--- src/rtl/ez8_pkg.sv ---
// Shared ez8 core definitions: PC width, flow-control states, vector spacing.
package ez8_pkg;
  localparam int PC_W          = 12;
  localparam int VECTOR_STRIDE = 4;

  typedef enum logic [1:0] {
    RUN  = 2'd0,
    ISR  = 2'd1,
    HALT = 2'd2
  } flow_state_t;
endpackage

--- src/rtl/ret_stack.sv ---
// Hardware return-address LIFO with a combinational top-of-stack read.
module ret_stack #(
  parameter int DEPTH = 8,
  parameter int WIDTH = 12
) (
  input  logic             clk,
  input  logic             reset,
  input  logic             push,
  input  logic             pop,
  input  logic [WIDTH-1:0] din,
  output logic [WIDTH-1:0] top,
  output logic             full,
  output logic             empty
);
  localparam int AW = $clog2(DEPTH);
  localparam logic [AW:0] ONE = (AW+1)'(1);

  logic [AW:0]      cnt_q, cnt_d;
  logic [WIDTH-1:0] mem_q [DEPTH];
  logic [AW-1:0]    wr_idx, rd_idx;

  assign wr_idx = cnt_q[AW-1:0];
  assign rd_idx = AW'(cnt_q - ONE);
  assign full   = (cnt_q == (AW+1)'(DEPTH));
  assign empty  = (cnt_q == '0);
  assign top    = mem_q[rd_idx];

  // Erroring operations (push on full, pop on empty) leave the pointer alone.
  always_comb begin
    cnt_d = cnt_q;
    if (push && !full)       cnt_d = cnt_q + ONE;
    else if (pop && !empty)  cnt_d = cnt_q - ONE;
  end

  always_ff @(posedge clk) begin
    if (reset) cnt_q <= '0;
    else       cnt_q <= cnt_d;
    if (!reset && push && !full) mem_q[wr_idx] <= din;
  end
endmodule

--- src/rtl/flow_ctrl.sv ---
// Control-flow sequencer: arbitrates ret/call/branch/irq into PC goto/pause.
// Interrupt logic and the ISR state exist only when FLOW_CTRL_IRQ_EN is defined.
module flow_ctrl
  import ez8_pkg::*;
#(
  parameter int              STACK_DEPTH = 8,
  parameter int              NUM_IRQ     = 4,
  parameter logic [PC_W-1:0] VECTOR_BASE = 12'h004
) (
  input  logic               clk,
  input  logic               reset,
  input  logic [PC_W-1:0]    pc_in,
  input  logic               kill,
  input  logic               stall_req,
  input  logic               branch_req,
  input  logic [PC_W-1:0]    branch_addr,
  input  logic               call_req,
  input  logic [PC_W-1:0]    call_addr,
  input  logic               ret_req,
  input  logic               reti_req,
  input  logic [NUM_IRQ-1:0] irq,
  input  logic               irq_en,
  output logic               goto,
  output logic [PC_W-1:0]    goto_addr,
  output logic               pause,
  output logic [NUM_IRQ-1:0] irq_ack,
  output logic               in_isr,
  output logic               stack_err
);
  flow_state_t        state_q, state_d;
  logic               err_q, err_d;
  logic               st_push, st_pop, st_full, st_empty;
  logic [PC_W-1:0]    st_top, st_din;
  logic [NUM_IRQ-1:0] pend_clr, ack_c, vec_oh;
  logic [PC_W-1:0]    vec_addr;
  logic               irq_pend;

  assign st_din = pc_in - PC_W'(1);

  ret_stack #(.DEPTH(STACK_DEPTH), .WIDTH(PC_W)) u_stack (
    .clk   (clk),
    .reset (reset),
    .push  (st_push),
    .pop   (st_pop),
    .din   (st_din),
    .top   (st_top),
    .full  (st_full),
    .empty (st_empty)
  );

`ifdef FLOW_CTRL_IRQ_EN
  logic [NUM_IRQ-1:0] irq_s_q, irq_p_q, pend_q, pend_d;

  // Edge history is seeded from the live lines in reset so lines held high
  // across reset release never look like a rising edge.
  always_ff @(posedge clk) begin
    if (reset) begin
      irq_s_q <= irq;
      irq_p_q <= irq;
      pend_q  <= '0;
    end else begin
      irq_s_q <= irq;
      irq_p_q <= irq_s_q;
      pend_q  <= pend_d;
    end
  end

  assign pend_d = (pend_q & ~pend_clr) | (irq_s_q & ~irq_p_q);

  always_comb begin
    vec_oh   = '0;
    vec_addr = '0;
    for (int i = NUM_IRQ-1; i >= 0; i--) begin
      if (pend_q[i]) begin
        vec_oh    = '0;
        vec_oh[i] = 1'b1;
        vec_addr  = VECTOR_BASE + PC_W'(VECTOR_STRIDE * i);
      end
    end
  end

  assign irq_pend = (state_q == RUN) && irq_en && (|pend_q);
  assign irq_ack  = ack_c;
  assign in_isr   = (state_q == ISR);
`else
  logic unused_irq;
  assign unused_irq = &{1'b0, irq, irq_en, pend_clr, ack_c};
  assign vec_oh     = '0;
  assign vec_addr   = '0;
  assign irq_pend   = 1'b0;
  assign irq_ack    = '0;
  assign in_isr     = 1'b0;
`endif

  always_comb begin
    state_d   = state_q;
    err_d     = err_q;
    st_push   = 1'b0;
    st_pop    = 1'b0;
    goto      = 1'b0;
    goto_addr = '0;
    ack_c     = '0;
    pend_clr  = '0;
    pause     = stall_req | (state_q == HALT);
    if (!reset && !pause && !kill) begin
      if (ret_req || reti_req) begin
        if (st_empty) begin
          err_d   = 1'b1;
          state_d = HALT;
        end else begin
          st_pop    = 1'b1;
          goto      = 1'b1;
          goto_addr = st_top;
          if (reti_req && state_q == ISR) state_d = RUN;
        end
      end else if (call_req) begin
        if (st_full) begin
          err_d   = 1'b1;
          state_d = HALT;
        end else begin
          st_push   = 1'b1;
          goto      = 1'b1;
          goto_addr = call_addr;
        end
      end else if (branch_req) begin
        goto      = 1'b1;
        goto_addr = branch_addr;
      end else if (irq_pend) begin
        if (st_full) begin
          err_d   = 1'b1;
          state_d = HALT;
        end else begin
          st_push   = 1'b1;
          goto      = 1'b1;
          goto_addr = vec_addr;
          ack_c     = vec_oh;
          pend_clr  = vec_oh;
          state_d   = ISR;
        end
      end
    end
  end

  always_ff @(posedge clk) begin
    if (reset) begin
      state_q <= RUN;
      err_q   <= 1'b0;
    end else begin
      state_q <= state_d;
      err_q   <= err_d;
    end
  end

  assign stack_err = err_q;
endmodule

--- config.mk ---
export PLATFORM = sky130hd
export DESIGN_NAME = flow_ctrl
export DESIGN_NICKNAME = d
export VERILOG_FILES = /design/src/rtl/ez8_pkg.sv /design/src/rtl/ret_stack.sv /design/src/rtl/flow_ctrl.sv
export SDC_FILE = /design/constraint.sdc
export NUM_CORES = 1
export LEC_CHECK = 0
export BUFFER_PORTS_ARGS = -buffer_cell sky130_fd_sc_hd__buf_2
export CORE_MARGIN = 1.5
export CORE_UTILIZATION = 40
export DETAILED_ROUTE_END_ITERATION = 7
export PLACE_DENSITY_LB_ADDON = 0.15
export SYNTH_ARGS = -nofsm -noshare
export SYNTH_HDL_FRONTEND = slang
export SYNTH_SLANG_ARGS = --single-unit
--- constraint.sdc ---
create_clock -name clk -period 3.2 [get_ports clk]
set_input_delay 0 -clock clk [delete_from_list [all_inputs] [get_ports clk]]
set_output_delay 0 -clock clk [all_outputs]
set_load 0.02 [all_outputs]
### Word level (Yosys, flattened, before mapping)

Memory sizes are Yosys's and may differ from the RTL's.
Index checks and enable logic that the tools add are counted.

* add/sub/neg operators: 3
* equal/unequal tests: 5
* multiplexer cells: 30
* bitwise gates (word level): 1
* reductions and logical operators: 19

Operators by type and width (number)
* 2-to-1 mux 12 bit: 6
* 2-to-1 mux 1 bit: 17
* subtractor 12 x 1 -> 12 bit, second input constant: 1
* 2-to-1 mux 2 bit: 5
* 2-to-1 mux 4 bit: 2
* AND reduction 4 bit: 2
* logical AND 1 bit: 7
* nonzero test 2 bit: 3
* zero test 1 bit: 5
* adder 4 x 1 -> 4 bit, second input constant: 1
* equality test 4 bit, second input constant: 1
* zero test 4 bit: 1
* subtractor 4 x 1 -> 4 bit, second input constant: 1
* inequality test 3 x 1 -> 1 bit, second input constant: 1
* equality test 2 x 1 -> 1 bit, second input constant: 1
* equality test 2 bit, second input constant: 1
* inequality test 2 x 1 -> 1 bit, second input constant: 1
* logical OR 1 bit: 1
* OR 1 bit: 1

* flip-flop bits (word level): 7
* RAM bits: 96
* output and inout bits: 20
* memories: 1

Memories
* u_stack.mem_q: words 8, width 12, read ports 1, clocked after memory_dff 0, wr ports 1, RTL line ret_stack.sv:19 `logic [WIDTH-1:0] mem_q [DEPTH];`

### Depth between registers and ports, before layout

Gate-level depths: netlist (run 1).

* word-level depth: 10
* depth in mapped cells: 9
* mapped depth without buffers: 6

### By module

Synthesis (run 1) repeated with hierarchy kept, for this count alone.

* cell total of the unflattened synthesis: 275
* area total of the unflattened synthesis: 4653.2 um^2

By module, submodules not included
* ret_stack: instances 1, cells an instance 191, area each 4056.4 um^2, seq. area each 2962.8 um^2
* flow_ctrl: instances 1, cells an instance 84, area each 596.8 um^2, seq. area each 40.0 um^2

### Worst setup path after synthesis (run 1)

OpenSTA, ideal clock, no wires.

* path type: reg-to-reg
* start point: register u_stack.cnt_q[0]
* end point: memory u_stack.mem_q[0][0] (enable)
* library setup time: 396 ps
* arrival time: 2752 ps
* required time: 2804 ps
* slack: 52 ps
* cell stages (with the launch flop): 9
* cells stage by stage: dfxtp_1 > clkbuf_1 > buf_1 > inv_1 > ha_1 > nand3b_1 > nand4_2 > or2_2 > nor3_1

* longest elaborated chain between the ends: 9
* elaborated cells between the ends (all ways): 10
* classes of those cells: eq/ne: 1; mux: 6; reduce/logical: 3

Ends and longest elaborated chain
* start: declaration: RTL line ret_stack.sv:18 `logic [AW:0] cnt_q, cnt_d;`
* start signal: assignment: RTL line ret_stack.sv:37 `else cnt_q <= cnt_d;`
* equality test 4 bit: RTL line ret_stack.sv:24 `assign full = (cnt_q == (AW+1)'(DEPTH));`
* 2-to-1 mux 1 bit: RTL line flow_ctrl.sv:117 `if (st_full) begin`
* 2-to-1 mux 1 bit: RTL line flow_ctrl.sv:116 `end else if (call_req) begin`
* 2-to-1 mux 1 bit: RTL line flow_ctrl.sv:106 `if (ret_req || reti_req) begin`
* 2-to-1 mux 1 bit: RTL line flow_ctrl.sv:105 `if (!reset && !pause && !kill) begin`
* logical AND 1 bit (2 in a row): RTL line ret_stack.sv:38 `if (!reset && push && !full) mem_q[wr_idx] <= din;`
* 2-to-1 mux 1 bit: RTL line ret_stack.sv:38
* 2-to-1 mux 1 bit (not written as such): RTL line ret_stack.sv:38
* end: declaration: RTL line ret_stack.sv:19

Parallel ways exist; a longest one is shown, timed or not.

### Final worst setup path (run 1)

* start point: register u_stack.cnt_q[1]
* end point: output port goto_addr[3]

* longest elaborated chain between the ends: 5
* elaborated cells between the ends (all ways): 9
* classes of those cells: add/sub: 1; eq/ne: 1; mux: 5; reduce/logical: 1; memory: 1

Ends and longest elaborated chain
* subtractor 4 x 1 -> 4 bit / equality test 4 bit (equally long branches)
* memory (8 x 12 bit) / 2-to-1 mux 12 bit (equally long branches)
* 2-to-1 mux 12 bit (on tied branches): RTL line flow_ctrl.sv:107, flow_ctrl.sv:116
* 2-to-1 mux 12 bit (*): RTL line flow_ctrl.sv:106
* 2-to-1 mux 12 bit (*): RTL line flow_ctrl.sv:105
* end: declaration: RTL line flow_ctrl.sv:24 `output logic [PC_W-1:0] goto_addr,`

Every way passes the cells marked *; elsewhere a longest branch is shown, timed or not.

==> flow_summary.json, run 1 <==
{
  "syn-instance-count": 275,
  "cap_violations": 0,
  "dr.pass1.iters": 6,
  "rr_worst_depth": 7,
  "synth_edf_count": 96,
  "rsz0062_at_grt": "false",
  "endpoint": "goto_addr[3]",
  "ant_nets": 0,
  "worstPathRequired_ns": 3.20,
  "syn_area_per_cell_sq_um": 16.5,
  "vdd_drop_max_uv": 240,
  "reg2reg_slack_ns": 0.76,
  "grt.met1_usage_pct": 23.7,
  "via_per_inst": 5.35,
  "diodes": 0,
  "synthFlopType": "edfxtp_1",
  "core_area_sq_um": 10900,
  "htree_levels": 3,
  "grt.busiest_layer": "met2",
  "clkTransAtPathRegs_ns": 0.07,
  "critPathCaptureType": "output pin",
  "ys_async_sr_fraction_pct": 0,
  "grt_usage_pct": 17.2,
  "drt_iter0_drc": 181,
  "fmax_mhz": 356,
  "grt_overflow": 0,
  "die_w_microns": 109,
  "drive_gt1_share_pct": 34.9,
  "port_buffers": 58,
  "p_leak_nw": 1.92,
  "cts_tree": "yes",
  "cts_buffers": 9,
  "critPathLaunchType": "flop",
  "final-setup-viol-count": 0,
  "ctsResizeCount": 0,
  "std_cell_rows": 38,
  "grt_pass1_wl_microns": 14400,
  "cts_num_sinks": 102,
  "finalSetupTns_ns": 0,
  "drt_wl_total_microns": 9770,
  "post-dp-hpwl_microns": 6300,
  "layout.nets": 398,
  "register_area_sq_um": 3000,
  "nFillCells": 949,
  "layout_commonest_cell": "edfxtp_1",
  "place_area_sq_um": 5050,
  "status": "completed",
  "hp-class": "in -> reg",
  "gp_congestion": 0.745,
  "ctsHoldBuffers": 1,
  "wl_per_cell_microns": 19.9,
  "multi_input_area_sq_um": 1430,
  "cp_data_arrival_time_ns": 2.81,
  "area_growth_pct": 18.0,
  "initial_core_util_pct": 41.4,
  "slew_viol_final": 0,
  "yosysSeqAreaShare_pct": 66.4,
  "finalInstanceArea_sq_um": 5340,
  "timing.rr.end": "u_stack.mem_q[3][10]",
  "grt_util_met2_pct": 28.0,
  "fp.dieArea_sq_um": 12000,
  "cts_setup_buffers": 0,
  "clk_latency_ns": 0.34,
  "met3_usage_pct": 2.67,
  "antenna_found_initial": 0,
  "max_slew_margin_pct": 35.1,
  "yosys_warnings": 0,
  "synth_seq_cells": 102,
  "vias": 2622,
  "post-route-period-util_pct": 87.8,
  "fin_skew_ns": 0.00938,
  "min_period_ns": 2.81,
  "cts_root_buf": "clkbuf_16",
  "mostFrequentLayoutCells": "96 x edfxtp_1, 58 x buf_2, 24 x mux4_2",
  "grt_pass1_vias": 2506,
  "crit_type": "reg -> out",
  "drc": 0,
  "cts.path.max_buffers": 2,
  "grt_max_degree": 34,
  "timing.rr.start": "u_stack.cnt_q[1]",
  "synth_area_sq_um": 4530,
  "worst_pin_slew_ns": 0.969,
  "p_per_area_nw_per_um2": 516,
  "io_pins": 69,
  "path_max_fanout": 12,
  "final_hold_viol_count": 0,
  "ys_types": 39,
  "die_h_microns": 109,
  "critPathLaunch": "u_stack.cnt_q[1]"
}
## cell type report
cell class	count	share of cell area (%)
sequential	102	56.3
multi-input combinational	151	26.7
timing repair buffer	75	8.11
clock buffer	9	4.22
tap	140	3.28
clock inverter	7	1.03
inverter	6	0.422
## registers in the layout, indices dropped and copies added, names as in the netlist
signal         cells
state_q            1
u_stack.cnt_q      4
stack_err          1
u_stack.mem_q     96
## routing by layer
| layer | part of all wire, % | routed length [microns] |
|---|---|---|
| met5 | 0 | 0 |
| met4 | 1.2 | 114 |
| met3 | 2.9 | 279 |
| met2 | 50 | 4900 |
| met1 | 46 | 4470 |
## power breakdown
group	leakage, nW	switching [mW]	internal (mW)
registers	0.912	0.00659	1.47
clock network	0.140	0.491	0.539
logic	0.863	0.143	0.109
## worst min-delay path by stage
| stage | startpoint | endpoint | slack (ns) | depth (start not counted) |
|---|---|---|---|---|
| after CTS | kill | state_q[1] | 0.03 | 4 |
| after detailed placement | reset | state_q[1] | 0.32 | 2 |
| after global placement | reset | stack_err | 0.31 | 2 |
| after floorplan | stall_req | pause | 0.14 | 1 |
| final | kill | state_q[1] | 0.04 | 4 |
| after global routing | kill | stack_err | 0.05 | 4 |
## synthesized netlist by cell type (all sizes together) (4+ instances only)
library cell / instances / share of area, %
edfxtp: 96 / 64
mux4: 24 / 12
nor2: 15 / 1.2
mux2i: 14 / 3.1
o22ai: 13 / 1.8
a22oi: 12 / 2.0
buf: 11 / 1.6
clkbuf: 9 / 0.75
nand2: 9 / 0.75
dfxtp: 6 / 2.7
inv: 6 / 0.50
xor2: 6 / 1.2
nor3: 5 / 0.55
ha: 4 / 1.1
nand2b: 4 / 0.55
nand4: 4 / 0.69
nor2b: 4 / 0.55
nor4: 4 / 0.88
## through the flow
stage	power (mW)	cells	hold WS (ns)	utilization (%)	setup slack (ns)
after floorplan	1.67	279	0.140	-	0.0517
after global placement	1.75	473	0.313	46.2	0.770
after detailed placement	1.76	473	0.315	46.2	0.753
after CTS	2.78	490	0.0295	48.8	0.382
after global routing	2.85	490	0.0547	48.8	0.240
final	2.76	490	0.0384	48.8	0.389
## cells by family (layout without fill, tap and decap cells)
family | Yosys count | count (layout) | share of synthesized area, %
buffers and inverters | 26 | 97 | 2.82
XOR/XNOR | 9 | 9 | 1.74
multiplexers | 38 | 38 | 15.0
flip-flops | 102 | 102 | 66.4
other | 1 | 5 | 0.0829
AND/OR/NAND/NOR | 55 | 55 | 6.88
AO/OA/AOI/OAI | 40 | 40 | 5.97
adder cells (fa/ha/maj) | 4 | 4 | 1.11
## worst max-delay path, stage by stage, from the launching register on
cell and delay (ns):
dfxtp_1 0.55, inv_1 0.17, ha_1 0.70, buf_12 0.22, mux4_2 0.30, mux2i_1 0.14
o22ai_1 0.14, buf_2 0.25
No activity file was read; power rests on OpenSTA's default activity.
==> run 2, diff against run 1 <==
--- a/config.mk
+++ b/config.mk
@@ -5,7 +5,7 @@
 export SDC_FILE = /design/constraint.sdc
 export NUM_CORES = 1
 export LEC_CHECK = 0
-export BUFFER_PORTS_ARGS = -buffer_cell sky130_fd_sc_hd__buf_2
+export BUFFER_PORTS_ARGS = -buffer_cell sky130_fd_sc_hd__buf_4
 export CORE_MARGIN = 1.5
 export CORE_UTILIZATION = 40
 export DETAILED_ROUTE_END_ITERATION = 7
==> flow_summary.json, run 2 (synthesized netlist as in run 1, its figures left out) <==
{
  "grt_pass1_wl_microns": 15000,
  "io_pins": 69,
  "hold_depth": 4,
  "crit_type": "reg -> out",
  "largest_register": "u_stack.mem_q",
  "wl_per_cell_microns": 20.2,
  "clk_latency_ns": 0.34,
  "p_leak_nw": 1.94,
  "gp_congestion": 0.786,
  "die_w_microns": 109,
  "pre_cts_slack_ns": 0.815,
  "diodes": 0,
  "cts_tree": "yes",
  "finalSetupTns_ns": 0,
  "whs_endpoint": "stack_err",
  "max_slew_margin_pct": 47.7,
  "fp.dieArea_sq_um": 12000,
  "initial_core_util_pct": 41.4,
  "reg2reg_slack_ns": 0.80,
  "dpl.cell_count": 472,
  "fin_util_pct": 49.9,
  "fin_skew_ns": 0.00527,
  "vias": 2672,
  "drt_wl_total_microns": 9890,
  "port_buffers": 58,
  "via_per_inst": 5.46,
  "worst_pin_slew_ns": 0.778,
  "fmax_mhz": 375,
  "top_regs": "u_stack.mem_q (96), u_stack.cnt_q (4)",
  "grt_usage_pct": 17.7,
  "layout_commonest_cell": "edfxtp_1",
  "cts_num_sinks": 102,
  "cap_violations": 0,
  "core_area_sq_um": 10900,
  "worstPathRequired_ns": 3.20,
  "drt_iter0_drc": 249,
  "crit_chain": "inv_1 > ha_1 > nand2b_1 > nand2_1 > buf_4 > mux2i_1 > o22ai_1 > buf_4",
  "cts.path.max_buffers": 2,
  "max_stage_delay_ns": 0.53,
  "hp-class": "in -> reg",
  "p_per_area_nw_per_um2": 501,
  "die_h_microns": 109,
  "drc": 0,
  "drive_gt1_share_pct": 34.7,
  "nFillCells": 936,
  "grt_overflow": 0,
  "antenna_found_initial": 0,
  "grt_max_degree": 34,
  "min_from": "kill",
  "ctsResizeCount": 0,
  "largest_reg_flops": 96,
  "cp_common_cell": "buf_4",
  "grt_pass1_vias": 2654,
  "critPathCaptureType": "output pin",
  "cts_root_buf": "clkbuf_16",
  "post-dp-hpwl_microns": 6350,
  "status": "completed",
  "layout.nets": 397,
  "critPathLaunchType": "flop",
  "htree_levels": 3,
  "vdd_drop_max_uv": 254,
  "multi_input_area_sq_um": 1430,
  "cpLargestDelayFamily": "buffers and inverters",
  "area_growth_pct": 20.6,
  "final_hold_viol_count": 0,
  "setup_ws_ns": 0.533,
  "std_cell_rows": 38,
  "final-setup-viol-count": 0,
  "worst-path-buf-inv": 3,
  "crit_path_top_delay_cell": "dfxtp_1",
  "slew_viol_final": 0,
  "dr.pass1.iters": 4,
  "timing.rr.start": "u_stack.cnt_q[1]",
  "path_max_fanout": 9,
  "register_area_sq_um": 3000,
  "post-route-period-util_pct": 83.4,
  "ant_nets": 0,
  "timing.rr.end": "u_stack.mem_q[0][9]",
  "rr_worst_depth": 7,
  "rsz0062_at_grt": "false",
  "p_total_mw": 2.74,
  "min_period_ns": 2.67,
  "instances_no_fill": 489,
  "mostFrequentLayoutCells": "96 x edfxtp_1, 73 x buf_4, 24 x mux4_2",
  "cp_data_arrival_time_ns": 2.67,
  "clkTransAtPathRegs_ns": 0.07,
  "cts_buffers": 9,
  "ctsHoldBuffers": 1,
  "cts_setup_buffers": 0
}
[run 2: report_power, final]
group	internal [mW]	switching (mW)
Sequential	1.47	0.00663
Combinational	0.120	0.142
Clock	0.532	0.466
[run 2: per-stage QoR]
stage / instance area [sq um] / hold WS (ns)
global placement: 5170 / 0.264
CTS: 5460 / 0.0157
floorplan: 4540 / 0.140
detailed placement: 5170 / 0.254
global route: 5460 / 0.0289
finish: 5460 / 0.0267
[run 2: worst max-delay path by stage]
stage / from / endpoint / slack (ns) / cells past startpoint
after floorplan: u_stack.cnt_q[0] / u_stack.mem_q[0][0] / 0.05 / 8
final: u_stack.cnt_q[1] / goto_addr[0] / 0.53 / 8
after global routing: u_stack.cnt_q[1] / goto_addr[3] / 0.31 / 7
after detailed placement: u_stack.cnt_q[1] / u_stack.mem_q[0][4] / 0.82 / 7
after CTS: u_stack.cnt_q[1] / goto_addr[0] / 0.49 / 7
after global placement: u_stack.cnt_q[1] / u_stack.mem_q[0][4] / 0.82 / 7
[run 2: worst min-delay path, stage by stage]
cell and delay (ns):
buf_4 0.09, nor4_4 0.05, a31oi_1 0.13, nor2_1 0.05
[run 2: cell type report]
cell class	count	area share, %
Timing Repair Buffer	74	10.2
Clock inverter	6	0.802
Sequential cell	102	55.0
Tap cell	140	3.21
Clock buffer	10	4.20
Multi-Input combinational cell	151	26.1
Inverter	6	0.413
[run 2: metal layers]
metal	track usage (%)	vias to the layer above	wire, microns
met4	5.01	0	75
li1	-	1232	-
met2	29.5	54	5080
met3	3.50	6	372
met1	23.7	1380	4360
met5	0	-	0
